<file path="config.mk">
export PLATFORM = sky130hd
export DESIGN_NAME = updown_cnt_ctrl
export DESIGN_NICKNAME = d
export VERILOG_FILES = /design/src/rtl/updown_cnt_ctrl_pkg.sv /design/src/rtl/updown_cnt_ctrl_tick_gen.sv /design/src/rtl/updown_cnt_ctrl.sv
export SDC_FILE = /design/constraint.sdc
export NUM_CORES = 1
export LEC_CHECK = 0
export CAP_MARGIN = 20
export CORE_ASPECT_RATIO = 1.5
export CORE_MARGIN = 4
export CORE_UTILIZATION = 37
export CTS_CLUSTER_DIAMETER = 50
export DETAILED_ROUTE_END_ITERATION = 12
export DONT_BUFFER_PORTS = 1
export HOLD_SLACK_MARGIN = 0.06
export PLACE_DENSITY = 0.56
export SETUP_SLACK_MARGIN = 0.2
export SKIP_CTS_REPAIR_TIMING = 1
export SLEW_MARGIN = 20
export SYNTH_ARGS = -nofsm -noshare
export SYNTH_HDL_FRONTEND = slang
export SYNTH_SLANG_ARGS = --single-unit
</file>
<file path="constraint.sdc">
create_clock -name clk50m -period 3.6 [get_ports clk50m]
set_input_delay 0.36 -clock clk50m [delete_from_list [all_inputs] [get_ports clk50m]]
set_output_delay 0.36 -clock clk50m [all_outputs]
set_load 0.01 [all_outputs]
</file>
<file path="src/rtl/updown_cnt_ctrl_pkg.sv">
// Shared types for the up/down counter sequencer.
// The state encoding and the "stepping" decode are used by the controller top.
package updown_cnt_ctrl_pkg;

    typedef enum logic [1:0] {
        IDLE = 2'd0,
        UP   = 2'd1,
        DOWN = 2'd2,
        DONE = 2'd3
    } ctrl_state_t;

    // True in the states where the prescaler runs and steps may be issued.
    function automatic logic is_stepping(input ctrl_state_t s);
        logic r;
        case (s)
            UP:      r = 1'b1;
            DOWN:    r = 1'b1;
            default: r = 1'b0;
        endcase
        return r;
    endfunction

endpackage

</file>
<file path="src/rtl/updown_cnt_ctrl_tick_gen.sv">
// Step-rate prescaler: counts 0..DIV-1 while run is high and pulses tick on the
// terminal count. The count holds while run is low, so a pause resumes mid-period.
module tick_gen #(
    parameter int DIV = 4
) (
    input  logic clk50m,
    input  logic rst_n,
    input  logic run,
    input  logic clr,
    output logic tick
);

    localparam int CW = (DIV > 2) ? $clog2(DIV) : 1;
    localparam logic [CW-1:0] TERM = CW'(DIV - 1);

    logic [CW-1:0] div_cnt_r;

    // Prescale counter: clear wins over run, wraps on the terminal count.
    always_ff @(posedge clk50m or negedge rst_n) begin
        if (!rst_n) begin
            div_cnt_r <= {CW{1'b0}};
        end else if (clr) begin
            div_cnt_r <= {CW{1'b0}};
        end else if (run) begin
            if (div_cnt_r == TERM) begin
                div_cnt_r <= {CW{1'b0}};
            end else begin
                div_cnt_r <= div_cnt_r + CW'(1);
            end
        end else begin
            div_cnt_r <= div_cnt_r;
        end
    end

    assign tick = run & (div_cnt_r == TERM);

endmodule

</file>
<file path="src/rtl/updown_cnt_ctrl.sv">
// Triangle-sweep sequencer for an external up/down counter: drives en/up_dn_n,
// watches cnt, and counts completed 0 -> limit -> 0 sweeps.
module updown_cnt_ctrl
    import updown_cnt_ctrl_pkg::*;
#(
    parameter int WIDTH    = 8,
    parameter int TICK_DIV = 5_000_000,
    parameter int SW_W     = 8
) (
    input  logic             clk50m,
    input  logic             rst_n,
    input  logic             start,
    input  logic             stop,
    input  logic             pause,
    input  logic [WIDTH-1:0] limit,
    input  logic [SW_W-1:0]  sweeps,
    input  logic [WIDTH-1:0] cnt,
    output logic             cnt_en,
    output logic             cnt_up_dn_n,
    output logic             busy,
    output logic             done,
    output logic [SW_W-1:0]  sweep_cnt
);

    ctrl_state_t      state_r;
    ctrl_state_t      state_s;
    logic [WIDTH-1:0] lim_r;
    logic [SW_W-1:0]  sw_r;
    logic [SW_W-1:0]  sweep_cnt_r;
    logic [SW_W-1:0]  sweep_nxt_s;
    logic             tick_s;
    logic             run_s;
    logic             clr_s;
    logic             cnt_en_s;
    logic             up_dn_n_s;
    logic             start_acc_s;
    logic             sweep_inc_s;

    assign run_s = is_stepping(state_r) & ~pause;
    assign clr_s = (state_r == IDLE);

    tick_gen #(
        .DIV (TICK_DIV)
    ) u_tick_gen (
        .clk50m (clk50m),
        .rst_n  (rst_n),
        .run    (run_s),
        .clr    (clr_s),
        .tick   (tick_s)
    );

    // Next-state and step decisions; turnarounds step in the same tick.
    always_comb begin
        state_s     = state_r;
        cnt_en_s    = 1'b0;
        up_dn_n_s   = 1'b1;
        start_acc_s = 1'b0;
        sweep_inc_s = 1'b0;
        sweep_nxt_s = sweep_cnt_r + SW_W'(1);
        case (state_r)
            IDLE: begin
                if (stop) begin
                    state_s = IDLE;
                end else if (start) begin
                    start_acc_s = 1'b1;
                    state_s     = (limit == {WIDTH{1'b0}}) ? DONE : UP;
                end else begin
                    state_s = IDLE;
                end
            end
            UP: begin
                if (stop) begin
                    state_s = IDLE;
                end else if (tick_s) begin
                    cnt_en_s = 1'b1;
                    if (cnt < lim_r) begin
                        up_dn_n_s = 1'b1;
                    end else begin
                        up_dn_n_s = 1'b0;
                        state_s   = DOWN;
                    end
                end else begin
                    state_s = UP;
                end
            end
            DOWN: begin
                if (stop) begin
                    state_s = IDLE;
                end else if (tick_s) begin
                    if (cnt != {WIDTH{1'b0}}) begin
                        cnt_en_s  = 1'b1;
                        up_dn_n_s = 1'b0;
                    end else begin
                        sweep_inc_s = 1'b1;
                        if ((sw_r != {SW_W{1'b0}}) && (sweep_nxt_s == sw_r)) begin
                            state_s = DONE;
                        end else begin
                            cnt_en_s  = 1'b1;
                            up_dn_n_s = 1'b1;
                            state_s   = UP;
                        end
                    end
                end else begin
                    state_s = DOWN;
                end
            end
            DONE: begin
                state_s = IDLE;
            end
            default: begin
                state_s = IDLE;
            end
        endcase
    end

    // State register.
    always_ff @(posedge clk50m or negedge rst_n) begin
        if (!rst_n) begin
            state_r <= IDLE;
        end else begin
            state_r <= state_s;
        end
    end

    // Run parameters captured on an accepted start.
    always_ff @(posedge clk50m or negedge rst_n) begin
        if (!rst_n) begin
            lim_r <= {WIDTH{1'b0}};
            sw_r  <= {SW_W{1'b0}};
        end else if (start_acc_s) begin
            lim_r <= limit;
            sw_r  <= sweeps;
        end else begin
            lim_r <= lim_r;
            sw_r  <= sw_r;
        end
    end

    // Completed-sweep counter; wraps freely and holds across a stop.
    always_ff @(posedge clk50m or negedge rst_n) begin
        if (!rst_n) begin
            sweep_cnt_r <= {SW_W{1'b0}};
        end else if (start_acc_s) begin
            sweep_cnt_r <= {SW_W{1'b0}};
        end else if (sweep_inc_s) begin
            sweep_cnt_r <= sweep_nxt_s;
        end else begin
            sweep_cnt_r <= sweep_cnt_r;
        end
    end

    assign cnt_en      = cnt_en_s;
    assign cnt_up_dn_n = up_dn_n_s;
    assign busy        = (state_r != IDLE);
    assign done        = (state_r == DONE);
    assign sweep_cnt   = sweep_cnt_r;

endmodule

</file>
==> parameters.txt, run 1 <==
Parameter                              Value

Run status
  Result of the run ... finished, final reports clean

Clock network
  Clock buffers created by TritonCTS ... 5
  Clock Tree Root ... sky130_fd_sc_hd__clkbuf_16
  Skew-Pair Late Insertion Delay ... 0.29 ns
  Sink count of the clock tree ... 49
  TritonCTS clock tree ... done
  Number of levels in the clock H-tree ... 2
  Clock tree buffer depth ... 2
  Clock transition at the registers of the reported paths ... roughly 0.06 ns

Final layout
  Layout cells sized above 1 ... 5.70%
  Commonest non-fill, non-tap cell in the layout ... sky130_fd_sc_hd__nand2_1
  Diodes inserted ... 0
  Area grow syn2layout ... 10.2%
  Commonest cells after routing, fill and taps aside ... sky130_fd_sc_hd__nand2_1 (62), sky130_fd_sc_hd__dfrtp_1 (49), sky130_fd_sc_hd__nor2_1 (33)
  Net count, final ... 393
  Number of fill cells in the layout ... 799

STA
  Setup-failing EPs final ... 0
  Fin worst setup slack ... 0.460 ns
  Upper clock frequency limit ... 318 MHz
  Transition time of the tightest slew-check pin ... 0.803 ns
  Post-Route Setup TNS ... 0 ns
  Period minus WS final ... ~3.1 ns
  Fin. Hold Viols ... 0
  Final worst path period share ... between 80% and 90%
  Worst-case headroom to the max-slew limit ... a little under half
  Fin. max-slew vios ... 0
  Setup repair after global routing missed its margin ... no
  Clock Skews ... 0.00536 ns

Pwr
  Switch Pwr ... 0.307 mW
  Internal Power ... 0.916 mW
  PwrDens ... 374 nW/µm²
  Static Leakage ... 1.37 nW
  Relative contribution of sequential cells to total power ... just under 50%
  Sw Share ... 25.1%
  Peak supply drop ... ~0.00018 V
  Share of total power in the clock network ... a little under two fifths
  Part of the power in combinational logic ... 12.7%

Drt
  DRC Markers ... 0
  Count of antenna-violating nets left after detailed routing ... 0
  Number of violations reported at the end of detailed-routing iteration 0 ... 164
  WL/cell ... 15.9 µm
  Total Routed Length ... 7220 µm
  Routed via count divided by cell count ... 5.47
  Via Count ... 2,478
  First drt pass iteration count ... 4

GRT
  Global routing usage on met3 ... 4.21%
  Total congestion overflow after global routing ... 0
  Maximum number of pins on one net before global-route repair ... 50
  GRT Util Overall ... between 15 and 20%
  Number of antenna violations at the first check in global routing ... 0
  Via count of the first global-routing pass ... 2,459
  Met1 usage ... 17.1%
  Global-route layer with the greatest usage ... met2
  First-pass GRT wire length ... roughly 12,000 µm
  Met2 routing resource usage after global routing ... 27.5%

Floorplanning
  Total core area ... ~7700 µm²
  Top-level port count ... 41
  Initial core utilization ... 38.5%
  Die height ... between 100 and 150 µm
  Die Footprint ... about 9600 µm²
  Die width ... 81.2 µm
  Number of rows created at floorplan ... 39

Yosys
  Post-synth EDFFs ... 0
  Register bit count reported by yosys ... 49
  Count of distinct cell types in the synthesized netlist ... 46
  Average size of a mapped cell ... approximately 8.5 µm²
  Synth async-reset ratio ... 100%
  Combined area of all synthesized cells ... 2970 µm²
  Number of instances in the synthesized netlist ... between 300 and 400
  Syn nets ... 391
  Top FF cell, synth ... sky130_fd_sc_hd__dfrtp_1
  Number of warnings reported in the yosys synthesis log ... 0
  Seq/Total Area, Yosys ... 41.3%

Setup path
  Type of the setup path with the least slack ... flip-flop to primary output
  Setup crit end kind ... primary output
  Required @ worst endpoint ... 3.24 ns
  Worst-path fanout max ... 6
  Critical Path AT ... 2.78 ns
  Startpoint type of the worst setup path ... flip-flop

Hold path
  Worst hold-check path type ... input port to flip-flop

Placement
  Post-Place Worst Slack ... 0.759 ns
  Count of buffers inserted at the top-level ports ... 0
  Post-DP HPWL ... around 5400 µm
  Weighted congestion at the end of routability-driven global placement ... a little over 0.8

Job
  Max-Cap Viols ... 0
-- cell families after synthesis --
kind of cell / share of synthesized area (%)
AO/OA/AOI/OAI: 13.8
XOR/XNOR: 6.19
adder cells (fa/ha/maj): 5.48
buffers and inverters: 3.62
flip-flops: 41.3
multiplexers: 1.85
AND/OR/NAND/NOR: 27.8
-- worst max-delay path, stage by stage, from the launching register on --
cell and delay (ns):
sky130_fd_sc_hd__dfrtp_1 0.41, sky130_fd_sc_hd__or4b_1 0.50, sky130_fd_sc_hd__or4_1 0.60, sky130_fd_sc_hd__or4_4 0.59
sky130_fd_sc_hd__nor2_1 0.19, sky130_fd_sc_hd__o21a_1 0.21
-- state kept, by name, summed over array words and instances (netlist names) --
signal	count
state_r	2
u_tick_gen.div_cnt_r	23
lim_r	8
sweep_cnt	8
sw_r	8
-- power groups by stage --
stage	sequential, mW	clock (mW)	combinational (mW)
2_1_floorplan	0.607	0	0.109
6_report	0.603	0.465	0.156
3_5_place_dp	0.614	0	0.142
4_1_cts	0.604	0.484	0.143
3_3_place_gp	0.613	0	0.138
5_1_grt	0.607	0.503	0.182
-- cells in the mapped netlist (all sizes together) (7+ instances only) --
master  instances  area share, %
nand3          12            2.0
nor2           33            4.2
o21ai          28            4.7
clkbuf         10            1.3
nor4            9            2.1
o31ai           8            2.0
xnor2           7            2.1
xor2           14            4.1
ha             13            5.5
a21oi          12            2.0
dfrtp          49             41
nand2          62            7.8
inv            16            2.0
-- routing by layer --
| metal | routed length [µm] | vias to the layer above | share of wire (%) |
|---|---|---|---|
| li1 | - | 1223 | - |
| met1 | 2890 | 1198 | 40 |
| met2 | 3780 | 46 | 52 |
| met3 | 374 | 11 | 5.2 |
| met5 | 0 | - | 0 |
| met4 | 168 | 0 | 2.3 |
-- stage by stage --
stage	hold WS [ns]	utilization, %	instance area, µm²	power, mW	instances
floorplan	0.0644	-	2970	0.716	349
detailed placement	0.0663	40.1	3090	0.756	444
global placement	0.0661	40.1	3090	0.751	444
finish	0.175	42.5	3270	1.22	453
global route	0.174	42.5	3270	1.29	453
CTS	-0.248	42.0	3240	1.23	451
-- cell type report --
type / count / area, µm² / share of cell area (%)
Timing Repair Buffer: 7 / 75.1 / 2.29
Clock buffer: 7 / 143 / 4.36
Sequential cell: 49 / 1230 / 37.5
Tap cell: 102 / 128 / 3.90
Inverter: 16 / 60.1 / 1.83
Multi-Input combinational cell: 272 / 1640 / 50.2
-- path summary, 6_finish.rpt --
check                                          from    endpoint  slack, ns  cells after the start
setup / recovery           u_tick_gen.div_cnt_r[13]      cnt_en       0.46                      5
hold / removal                            sweeps[6]     sw_r[6]       0.17                      2
setup reg to reg           u_tick_gen.div_cnt_r[13]  state_r[1]       0.75                      6
hold reg to reg                            lim_r[0]    lim_r[0]       0.50                      2
max in group asynchronous                     rst_n    lim_r[6]       2.77                      2
min in group asynchronous                     rst_n    lim_r[2]       0.59                      2
(Power assumes the default switching activity.)
==> inputs of run 2 (changes only) <==
--- a/config.mk
+++ b/config.mk
@@ -8,5 +8,4 @@
 export CAP_MARGIN = 20
 export CORE_ASPECT_RATIO = 1.5
-export CORE_MARGIN = 4
 export CORE_UTILIZATION = 37
 export CTS_CLUSTER_DIAMETER = 50
==> constraint.sdc (replaced) <==
create_clock -name clk50m -period 3.6 [get_ports clk50m]
set_input_delay 0.36 -clock clk50m [delete_from_list [all_inputs] [get_ports clk50m]]
set_output_delay 0.36 -clock clk50m [all_outputs]
set_load 0.1 [all_outputs]
==> parameters.txt, run 2 (same netlist as run 1, synthesis figures left out) <==
Parameter                              Value

GRT
  Total congestion overflow after global routing ... 0 (unchanged)
  Maximum number of pins on one net before global-route repair ... 50 (unchanged)
  First-pass GRT wire length ... 11,400 µm (-3.1%)
  Via count of the first global-routing pass ... 2,529 (+2.8%)
  Number of antenna violations at the first check in global routing ... 0 (unchanged)
  GRT Util Overall ... 17.6% (+1.9 points)

Placement
  Post-Place Worst Slack ... 0.651 ns (-0.107 ns)
  Count of buffers inserted at the top-level ports ... 0 (unchanged)
  Post-DP HPWL ... 5400 µm (+0.19%)
  Weighted congestion at the end of routability-driven global placement ... 0.817 (+0.71%)
  Placed Instances ... 455 (+2.5%)

Setup path
  Worst-path fanout max ... 4 (-2)
  Required @ worst endpoint ... 3.24 ns (about the same)
  R2r worst-path depth ... 6 (unchanged)
  Setup crit end kind ... primary output
  Reg2reg end ... state_r[1]
  Launch point of the worst reg-to-reg path ... u_tick_gen.div_cnt_r[13]
  Type of the setup path with the least slack ... flip-flop to primary output
  Setup slack, reg-to-reg ... 0.76 ns (about the same)
  Critical Path AT ... 2.90 ns (+0.12 ns)
  Startpoint type of the worst setup path ... flip-flop

STA
  Setup-failing EPs final ... 0 (unchanged)
  Worst slack on hold paths ... 0.179 ns (+0.00410 ns)
  Upper clock frequency limit ... 306 MHz (-3.8%)
  Fin. Hold Viols ... 0 (unchanged)
  Clock Skews ... 0.00463 ns (-0.000728 ns)
  Final worst path period share ... 90.7% (+3.5 points)
  Period minus WS final ... 3.26 ns (+0.124 ns)
  Setup repair after global routing missed its margin ... no
  Transition time of the tightest slew-check pin ... 0.978 ns (+0.175 ns)
  Fin. max-slew vios ... 0 (unchanged)
  Worst-case headroom to the max-slew limit ... 35.0% (-11 points)
  Fin worst setup slack ... 0.336 ns (-0.124 ns)
  Post-Route Setup TNS ... 0 ns (unchanged)

Clock network
  Clock Tree Root ... sky130_fd_sc_hd__clkbuf_16
  Clock buffers created by TritonCTS ... 5 (unchanged)
  Sink count of the clock tree ... 49 (unchanged)
  Clock tree buffer depth ... 2 (unchanged)
  TritonCTS clock tree ... done
  Clock transition at the registers of the reported paths ... 0.06 ns (about the same)
  Number of levels in the clock H-tree ... 2 (unchanged)
  Skew-Pair Late Insertion Delay ... 0.29 ns (about the same)

Hold path
  Hold Path Cell Cnt ... 2 (unchanged)
  Start point of the worst min-delay path ... sweeps[5]
  Worst hold-check path type ... input port to flip-flop
  Hold-critical path endpoint ... sw_r[5]

Final layout
  Net count, final ... 404 (+2.8%)
  Number of flip-flops under the largest register name ... 23 (unchanged)
  Number of fill cells in the layout ... 813 (+1.8%)
  Post-route insts no fill ... 464 (+2.4%)
  Diodes inserted ... 0 (unchanged)
  Multi-input logic area ... 1640 µm² (unchanged)
  Layout cells sized above 1 ... 8.56% (+2.9 points)
  Area grow syn2layout ... 13.4%
  Commonest cells after routing, fill and taps aside ... sky130_fd_sc_hd__nand2_1 (62), sky130_fd_sc_hd__dfrtp_1 (49), sky130_fd_sc_hd__nor2_1 (33)
  Register containing the most flip-flops in the final layout ... u_tick_gen.div_cnt_r
  Commonest non-fill, non-tap cell in the layout ... sky130_fd_sc_hd__nand2_1
  Register cell area after layout ... 1230 µm² (unchanged)
  Core occupancy in the finished layout ... 43.7% (+1.2 points)

Floorplanning
  Number of rows created at floorplan ... 39 (unchanged)
  Die height ... 112 µm (-5.1%)
  Total core area ... 7710 µm² (unchanged)
  Die width ... 75.2 µm (-7.4%)
  Die Footprint ... 8400 µm² (-12%)
  Top-level port count ... 41 (unchanged)
  Initial core utilization ... 38.5% (unchanged)

Drt
  Number of violations reported at the end of detailed-routing iteration 0 ... 129 (-21%)
  WL/cell ... 15.1 µm (-5.5%)
  Total Routed Length ... 6990 µm (-3.2%)
  Routed via count divided by cell count ... 5.49 (+0.35%)
  Via Count ... 2,547 (+2.8%)
  Count of antenna-violating nets left after detailed routing ... 0 (unchanged)
  First drt pass iteration count ... 4 (unchanged)
  DRC Markers ... 0 (unchanged)

Pwr
  Static Leakage ... 1.44 nW (+4.4%)
  Peak supply drop ... 0.000180 V (-1.5%)
  PwrDens ... 363 nW/µm² (-2.9%)

Job
  Max-Cap Viols ... 0 (unchanged)

Run status
  Result of the run ... finished, final reports clean
## run 2: cell count changes in the layout (fill, tap and decap cells not counted), sizes merged
| cell | delta |
|---|---|
| buf | +11 |
## run 2: critical path, cell delays in order, from the launching register on
cell                        delay (ns)
sky130_fd_sc_hd__dfrtp_1          0.36
sky130_fd_sc_hd__buf_4            0.31
sky130_fd_sc_hd__nand3_1          0.21
sky130_fd_sc_hd__nor2_1           0.27
sky130_fd_sc_hd__nand4b_1         0.13
sky130_fd_sc_hd__a2111oi_0        0.61
sky130_fd_sc_hd__buf_4            0.22
sky130_fd_sc_hd__a31oi_1          0.08
sky130_fd_sc_hd__o21a_1           0.24
sky130_fd_sc_hd__buf_12           0.17
## run 2: stage by stage
step / total power [mW] / cell area [µm²]
3_3_place_gp: 0.755 / 3190
6_report: 1.22 / 3370
4_1_cts: 1.23 / 3330
2_1_floorplan: 0.721 / 2970
3_5_place_dp: 0.761 / 3190
5_1_grt: 1.29 / 3370
## run 2: how the worst max path moves through the flow
stage	startpoint	end	slack (ns)	cells after the start
3_5_place_dp	sweep_cnt[1]	cnt_en	0.65	9
2_1_floorplan	sweep_cnt[0]	cnt_en	0.33	7
6_report	sweep_cnt[1]	cnt_en	0.34	9
5_1_grt	sweep_cnt[1]	cnt_en	0.22	9
3_3_place_gp	sweep_cnt[1]	cnt_en	0.63	9
4_1_cts	sweep_cnt[1]	cnt_en	0.31	9
## run 2: per-layer routing
layer,global-route usage (%),vias to the layer above,wire [µm]
li1,-,1254,-
met1,18.3,1214,2730
met2,32.4,61,3690
met3,3.71,18,299
met4,8.15,0,261
met5,0,-,0
## run 2: power by group
| group | switching [mW] | internal (mW) | leakage [nW] |
|---|---|---|---|
| logic | 0.0976 | 0.0632 | 0.708 |
| registers | 0.0215 | 0.581 | 0.658 |
| clock network | 0.186 | 0.273 | 0.0700 |
| total | 0.305 | 0.917 | 1.44 |
## run 2: cell type report
| class | count | area share (%) |
|---|---|---|
| clock buffer | 7 | 4.23 |
| inverter | 16 | 1.78 |
| multi-input combinational | 272 | 48.7 |
| sequential | 49 | 36.4 |
| tap | 102 | 3.79 |
| timing repair buffer | 18 | 5.05 |
